`config.mk`:
```
export PLATFORM = sky130hd
export DESIGN_NAME = regfile_scoreboard
export DESIGN_NICKNAME = d
export VERILOG_FILES = /design/src/rtl/regfile_pkg.sv /design/src/rtl/regfile_scoreboard_pend.sv /design/src/rtl/regfile_scoreboard.sv
export SDC_FILE = /design/constraint.sdc
export NUM_CORES = 1
export LEC_CHECK = 0
export BUFFER_PORTS_ARGS = -buffer_cell sky130_fd_sc_hd__buf_4
export CELL_PAD_IN_SITES_DETAIL_PLACEMENT = 1
export CELL_PAD_IN_SITES_GLOBAL_PLACEMENT = 1
export CORE_MARGIN = 3
export CORE_UTILIZATION = 40
export DETAILED_ROUTE_END_ITERATION = 7
export GPL_ROUTABILITY_DRIVEN = 0
export PLACE_DENSITY = 0.75
export SETUP_SLACK_MARGIN = 0.05
export SYNTH_ARGS = -nofsm -noshare
export SYNTH_HDL_FRONTEND = slang
export SYNTH_HIERARCHICAL = 1
export SYNTH_SLANG_ARGS = --single-unit
```
`constraint.sdc`:
```
create_clock -name clk -period 3.1 [get_ports clk]
set_input_delay 0.155 -clock clk [delete_from_list [all_inputs] [get_ports clk]]
set_output_delay 0.155 -clock clk [all_outputs]
set_load 0.05 [all_outputs]
```
`src/rtl/regfile_pkg.sv`:
```
// Shared parameters and types for the register-file pending-write scoreboard.
package regfile_pkg;
    localparam int unsigned NUM_REGS = 16;
    localparam int unsigned REG_ID_W = 4;
    localparam int unsigned PEND_W   = 2;

    typedef logic [REG_ID_W-1:0] reg_id_t;
    typedef logic [PEND_W-1:0]   pend_t;

    localparam pend_t   PEND_MAX = pend_t'(3);
    localparam reg_id_t ZERO_REG = '0;
endpackage

```
`src/rtl/regfile_scoreboard_pend.sv`:
```
// Per-register pending-write counter: saturating up/down with synchronous clear.
module pend_counter
    import regfile_pkg::*;
(
    input  logic  clk,
    input  logic  rst,
    input  logic  inc,
    input  logic  dec,
    input  logic  clr,
    output pend_t cnt,
    output logic  nz
);
    pend_t r_cnt;

    // Simultaneous inc and dec cancel out and leave the count unchanged.
    always_ff @(posedge clk or posedge rst) begin
        if (rst) begin
            r_cnt <= '0;
        end else if (clr) begin
            r_cnt <= '0;
        end else if (inc && !dec && (r_cnt != PEND_MAX)) begin
            r_cnt <= r_cnt + pend_t'(1);
        end else if (dec && !inc && (r_cnt != '0)) begin
            r_cnt <= r_cnt - pend_t'(1);
        end
    end

    assign cnt = r_cnt;
    assign nz  = (r_cnt != '0);
endmodule

```
`src/rtl/regfile_scoreboard.sv`:
```
// Pending-write scoreboard and issue gate for the 16-entry register file; R0 is never tracked.
module regfile_scoreboard
    import regfile_pkg::*;
(
    input  logic                clk,
    input  logic                rst,
    input  logic                iss_valid,
    input  reg_id_t             iss_src1,
    input  reg_id_t             iss_src2,
    input  logic                iss_use1,
    input  logic                iss_use2,
    input  reg_id_t             iss_dst,
    input  logic                iss_wr,
    output logic                iss_ready,
    input  logic                wb_valid,
    input  reg_id_t             wb_dst,
    input  logic                flush,
    output logic [NUM_REGS-1:0] busy,
    output logic [15:0]         stall_cycles
);
    pend_t               w_pend [NUM_REGS];
    pend_t               w_eff  [NUM_REGS];
    logic [NUM_REGS-1:0] w_nz;
    logic [NUM_REGS-1:0] w_wb_hit;
    logic                w_fire;
    logic                w_src1_haz;
    logic                w_src2_haz;
    logic                w_dst_haz;
    logic [15:0]         r_stall;

    assign w_pend[0] = '0;
    assign w_nz[0]   = 1'b0;

    genvar g;
    generate
        for (g = 1; g < NUM_REGS; g++) begin : g_pend
            pend_counter u_cnt (
                .clk (clk),
                .rst (rst),
                .inc (w_fire && iss_wr && (iss_dst == reg_id_t'(g))),
                .dec (w_wb_hit[g] && !flush),
                .clr (flush),
                .cnt (w_pend[g]),
                .nz  (w_nz[g])
            );
        end
    endgenerate

    // A writeback presented this cycle already resolves the hazard for issue.
    always_comb begin
        w_wb_hit = '0;
        for (int unsigned i = 0; i < NUM_REGS; i++) begin
            w_wb_hit[i] = wb_valid && (i != 0) && (wb_dst == reg_id_t'(i)) && (w_pend[i] != '0);
            w_eff[i]    = w_pend[i] - pend_t'(w_wb_hit[i]);
        end
    end

    always_comb begin
        w_src1_haz = iss_use1 && (iss_src1 != ZERO_REG) && (w_eff[iss_src1] != '0);
        w_src2_haz = iss_use2 && (iss_src2 != ZERO_REG) && (w_eff[iss_src2] != '0);
        w_dst_haz  = iss_wr && (iss_dst != ZERO_REG) && (w_eff[iss_dst] == PEND_MAX);
        iss_ready  = !flush && !w_src1_haz && !w_src2_haz && !w_dst_haz;
        w_fire     = iss_valid && iss_ready;
    end

    always_ff @(posedge clk or posedge rst) begin
        if (rst) begin
            r_stall <= '0;
        end else if (iss_valid && !iss_ready && (r_stall != 16'hFFFF)) begin
            r_stall <= r_stall + 16'd1;
        end
    end

    assign busy         = w_nz;
    assign stall_cycles = r_stall;
endmodule

```
==> metrics.md <==
| Metric | Value |
|---|---|
| I/O pin count | 57 |
| Synthesized instance count | 502 |
| Hold Crit Class | in2reg |
| Fin nets | 700 |
| Detailed Routing Iterations Pass 1 | 5 |
| Post-Synth Simple-Gate Area | between 30% and 40% |
| Maximum VDD drop | around 400 uV |
| Synth top area cells | dfrtp_1 28%, xnor2_1 6.1%, nand2b_1 5.1% |
| Mux cell area share after synthesis | under 10% |
| EDFF count, synth | 0 |
| Area after DPL | 5290 um^2 |
| FMAX | approximately 280 MHz |
| Adder-Cell Fraction of Synth Area | between 4 and 5% |
| Initial core utilization | approximately two fifths |
| All-Layer GR Usage | a little over a quarter |
| Layout Skew | 0.0149 ns |
| Kind of critical path | reg2reg |
| XOR/XNOR Fraction of Synth Area | 6.34% |
| Syn_area_per_cell | around 8.3 um^2 |
| Least-Margin Pin Slew | a little over 0.9 ns |
| Crit path max fanout | 7 |
| RR Endpoint | g_pend[7].u_cnt/cnt[0] |
| Cells on Worst Hold Path | 5 |
| Worst EP arrival | 3.77 ns |
| Clk_lat worst skew | 0.33 ns |
| Yosys cell types | 52 |
| Period minus WS final | 3.57 ns |
| Vias in the first global route | 4938 |
| Hold Fails Final Rpt | 0 |
| RSZ-0062 raised after global routing | yes |
| Layout cells sized above 1 | between 40% and 50% |
| CTS buffer count | 5 |
| Reg2reg start | g_pend[2].u_cnt/cnt[0] |
| Worst reg2reg path depth | 17 |
| Final WL | around 17000 um |
| Yosys top cell area share | between 20 and 30% |
| Max-Cap Viols | 0 |
| H-tree depth | 2 |
| Failing checks | setup timing |
| Synth area leader | dfrtp_1 |
| Antenna diodes | 0 |
| Detail Placement HPWL | between 10000 and 15000 um |
| Die height | roughly 110 um |
| Clock slew at reported path FFs | roughly 0.11 ns |
| GRT overflow | 0 |
| Post-synthesis compound-gate area fraction | between 10% and 20% |
| Final setup viols | 30 |
| Slew Limit Fails | 0 |
| Setup crit start | g_pend[2].u_cnt/cnt[0] |
| Post-Syn Nets | about 540 |
| Sequential-to-total area share from yosys stat | 27.8% |
| Leak | 0.00252 uW |
| Largest family of logic cells by synthesized area | simple AND/OR/NAND/NOR gates |
| Flop-to-flop setup slack | -0.47 ns |
| Slew HR | roughly two fifths |
| I/O Buffers | 55 |
| Final worst slack | -0.466 ns |
| Pwr/cell area | 272 nW/um^2 |
| Area growth, synth to finish | 47.4% |
| Routed vias | ~4700 |
| HP Start | iss_valid |
| Initial DRC Count | ~270 |
| CTS tree | done |
| Prevailing post-synth register cell | dfrtp_1 |
| Async set or reset register ratio after synthesis | between 90% and 100% |
| Top-count cell post-synth | inv_1 |
| Average wire per standard cell | between 20 and 25 um |
| Critical Path End Type | flop |
| Root buf cell | clkbuf_8 |
| Fin cells | 794 |
| Hold EP | stall_cycles[10] |
| Ys Warns | 6 |
| Cells after DPL | roughly 760 |
| Die ar. | roughly 12000 um^2 |
| Final hold slack | approximately 0.25 ns |
| Core Footprint | 9910 um^2 |
| First-pass GRT wire length | between 20000 and 25000 um |
| FP Rows | 36 |
| Vias per cell | roughly 6 |
| Initial antenna violation count | 0 |
| Cell area after layout | 6110 um^2 |
| CTS max path bufs | 2 |
| Post-Syn Area | just over 4000 um^2 |
| DR DRC count | 0 |
| Synthesized flop and latch total | between 40 and 50 |
| Commonest cells in the netlist | 51 x inv_1, 46 x dfrtp_1, 40 x nand2_1 |
| Outcome | finished with violations |
| Critical path launch point type | flop |
| Largest net degree at the start of global routing | 76 |
| CTS Sinks | between 40 and 50 |
| Die width | approximately 110 um |
| Worst slack, placed | -0.740 ns |
| Final worst path period share | 115% |
| Final ANT Viol Nets | 0 |
| Critical Path RT | 3.30 ns |
| Tot Pwr | 1660 uW |
-- critical path, cell delays in order, from the launching register on --
cell      delay, ns
dfrtp_1        0.40
o21ai_1        0.19
nor2_1         0.08
ha_1           0.19
xnor2_1        0.17
buf_4          0.16
nor3b_1        0.31
o21ai_0        0.17
o21ai_1        0.20
o211ai_1       0.18
nand3_4        0.12
or2_4          0.15
buf_12         0.14
buf_4          0.14
nor3_2         0.05
nand2b_1       0.18
mux2_2         0.28
o311ai_1       0.32
-- how the worst max path moves through the flow --
stage                                          to  slack [ns]  cells after the start
after floorplan           g_pend[14].u_cnt/cnt[0]       -0.12                     18
after global placement     g_pend[8].u_cnt/cnt[0]       -0.57                     19
after detailed placement   g_pend[2].u_cnt/cnt[0]       -0.74                     20
after CTS                  g_pend[8].u_cnt/cnt[0]       -0.25                     15
after global routing      g_pend[14].u_cnt/cnt[0]       -0.70                     17
final                      g_pend[7].u_cnt/cnt[0]       -0.47                     17
-- stage by stage --
step,utilization (%),TNS (ns)
2_1_floorplan,-,-0.927
3_3_place_gp,53.4,-10.14
3_5_place_dp,53.4,-15.61
4_1_cts,57.8,-4.87
5_1_grt,61.7,-18.07
6_report,61.7,-10.06
-- sequential cells by signal, summed over array words and instances (netlist names) --
| register | flops |
|---|---|
| g_pend.u_cnt/cnt | 30 |
| stall_cycles | 16 |
-- what timing repair did --
action | CTS | global route
gates resized for setup | 57 | 46
setup buffers | 13 | 19
setup endpoints to repair | 32 | 33
hold buffers | 1 | 0
pin swaps | 12 | 25
hold endpoints to repair | 30 | 0
-- where the power goes --
part	internal [uW]	leakage (uW)	switching (uW)
Clock	170	0.0000506	261
Combinational	196	0.00183	348
Sequential	638	0.000632	47.0
-- cell families after synthesis --
logic type,after synthesis
other,1
buffers and inverters,66
AO/OA/AOI/OAI,85
AND/OR/NAND/NOR,239
multiplexers,19
XOR/XNOR,30
flip-flops,46
adder cells (fa/ha/maj),16
-- cell type report --
| cell class | instances | area, um^2 |
|---|---|---|
| Clock buffer | 5 | 68.8 |
| Clock inverter | 3 | 28.8 |
| Tap cell | 133 | 166 |
| Multi-Input combinational cell | 390 | 3220 |
| Fill cell | 1195 | 3800 |
| Inverter | 53 | 199 |
| Sequential cell | 46 | 1150 |
| Timing Repair Buffer | 164 | 1280 |
-- routing by layer --
layer	share of wire (%)	vias to the layer above	track usage, %	wire length (um)
li1	-	2108	-	-
met1	38	2359	30.4	6400
met2	53	188	49.0	9050
met3	5.4	48	4.14	921
met4	3.5	0	11.5	600
met5	0	-	0	0
-- cell usage in the layout (no fill, tap or decap), drive strengths merged, types with 12 or more instances in the layout --
cell type  instances
nor2              26
or3               16
nand2b            34
a21oi             23
dfrtp             46
nor3              33
and3              13
nand2             40
inv               55
buf              163
mux2              16
o21ai             15
or2               17
o311ai            15
a21bo             15
ha                16
xnor2             29
nand3             12
nand4b            15
Power figures use the tool's default switching activity.
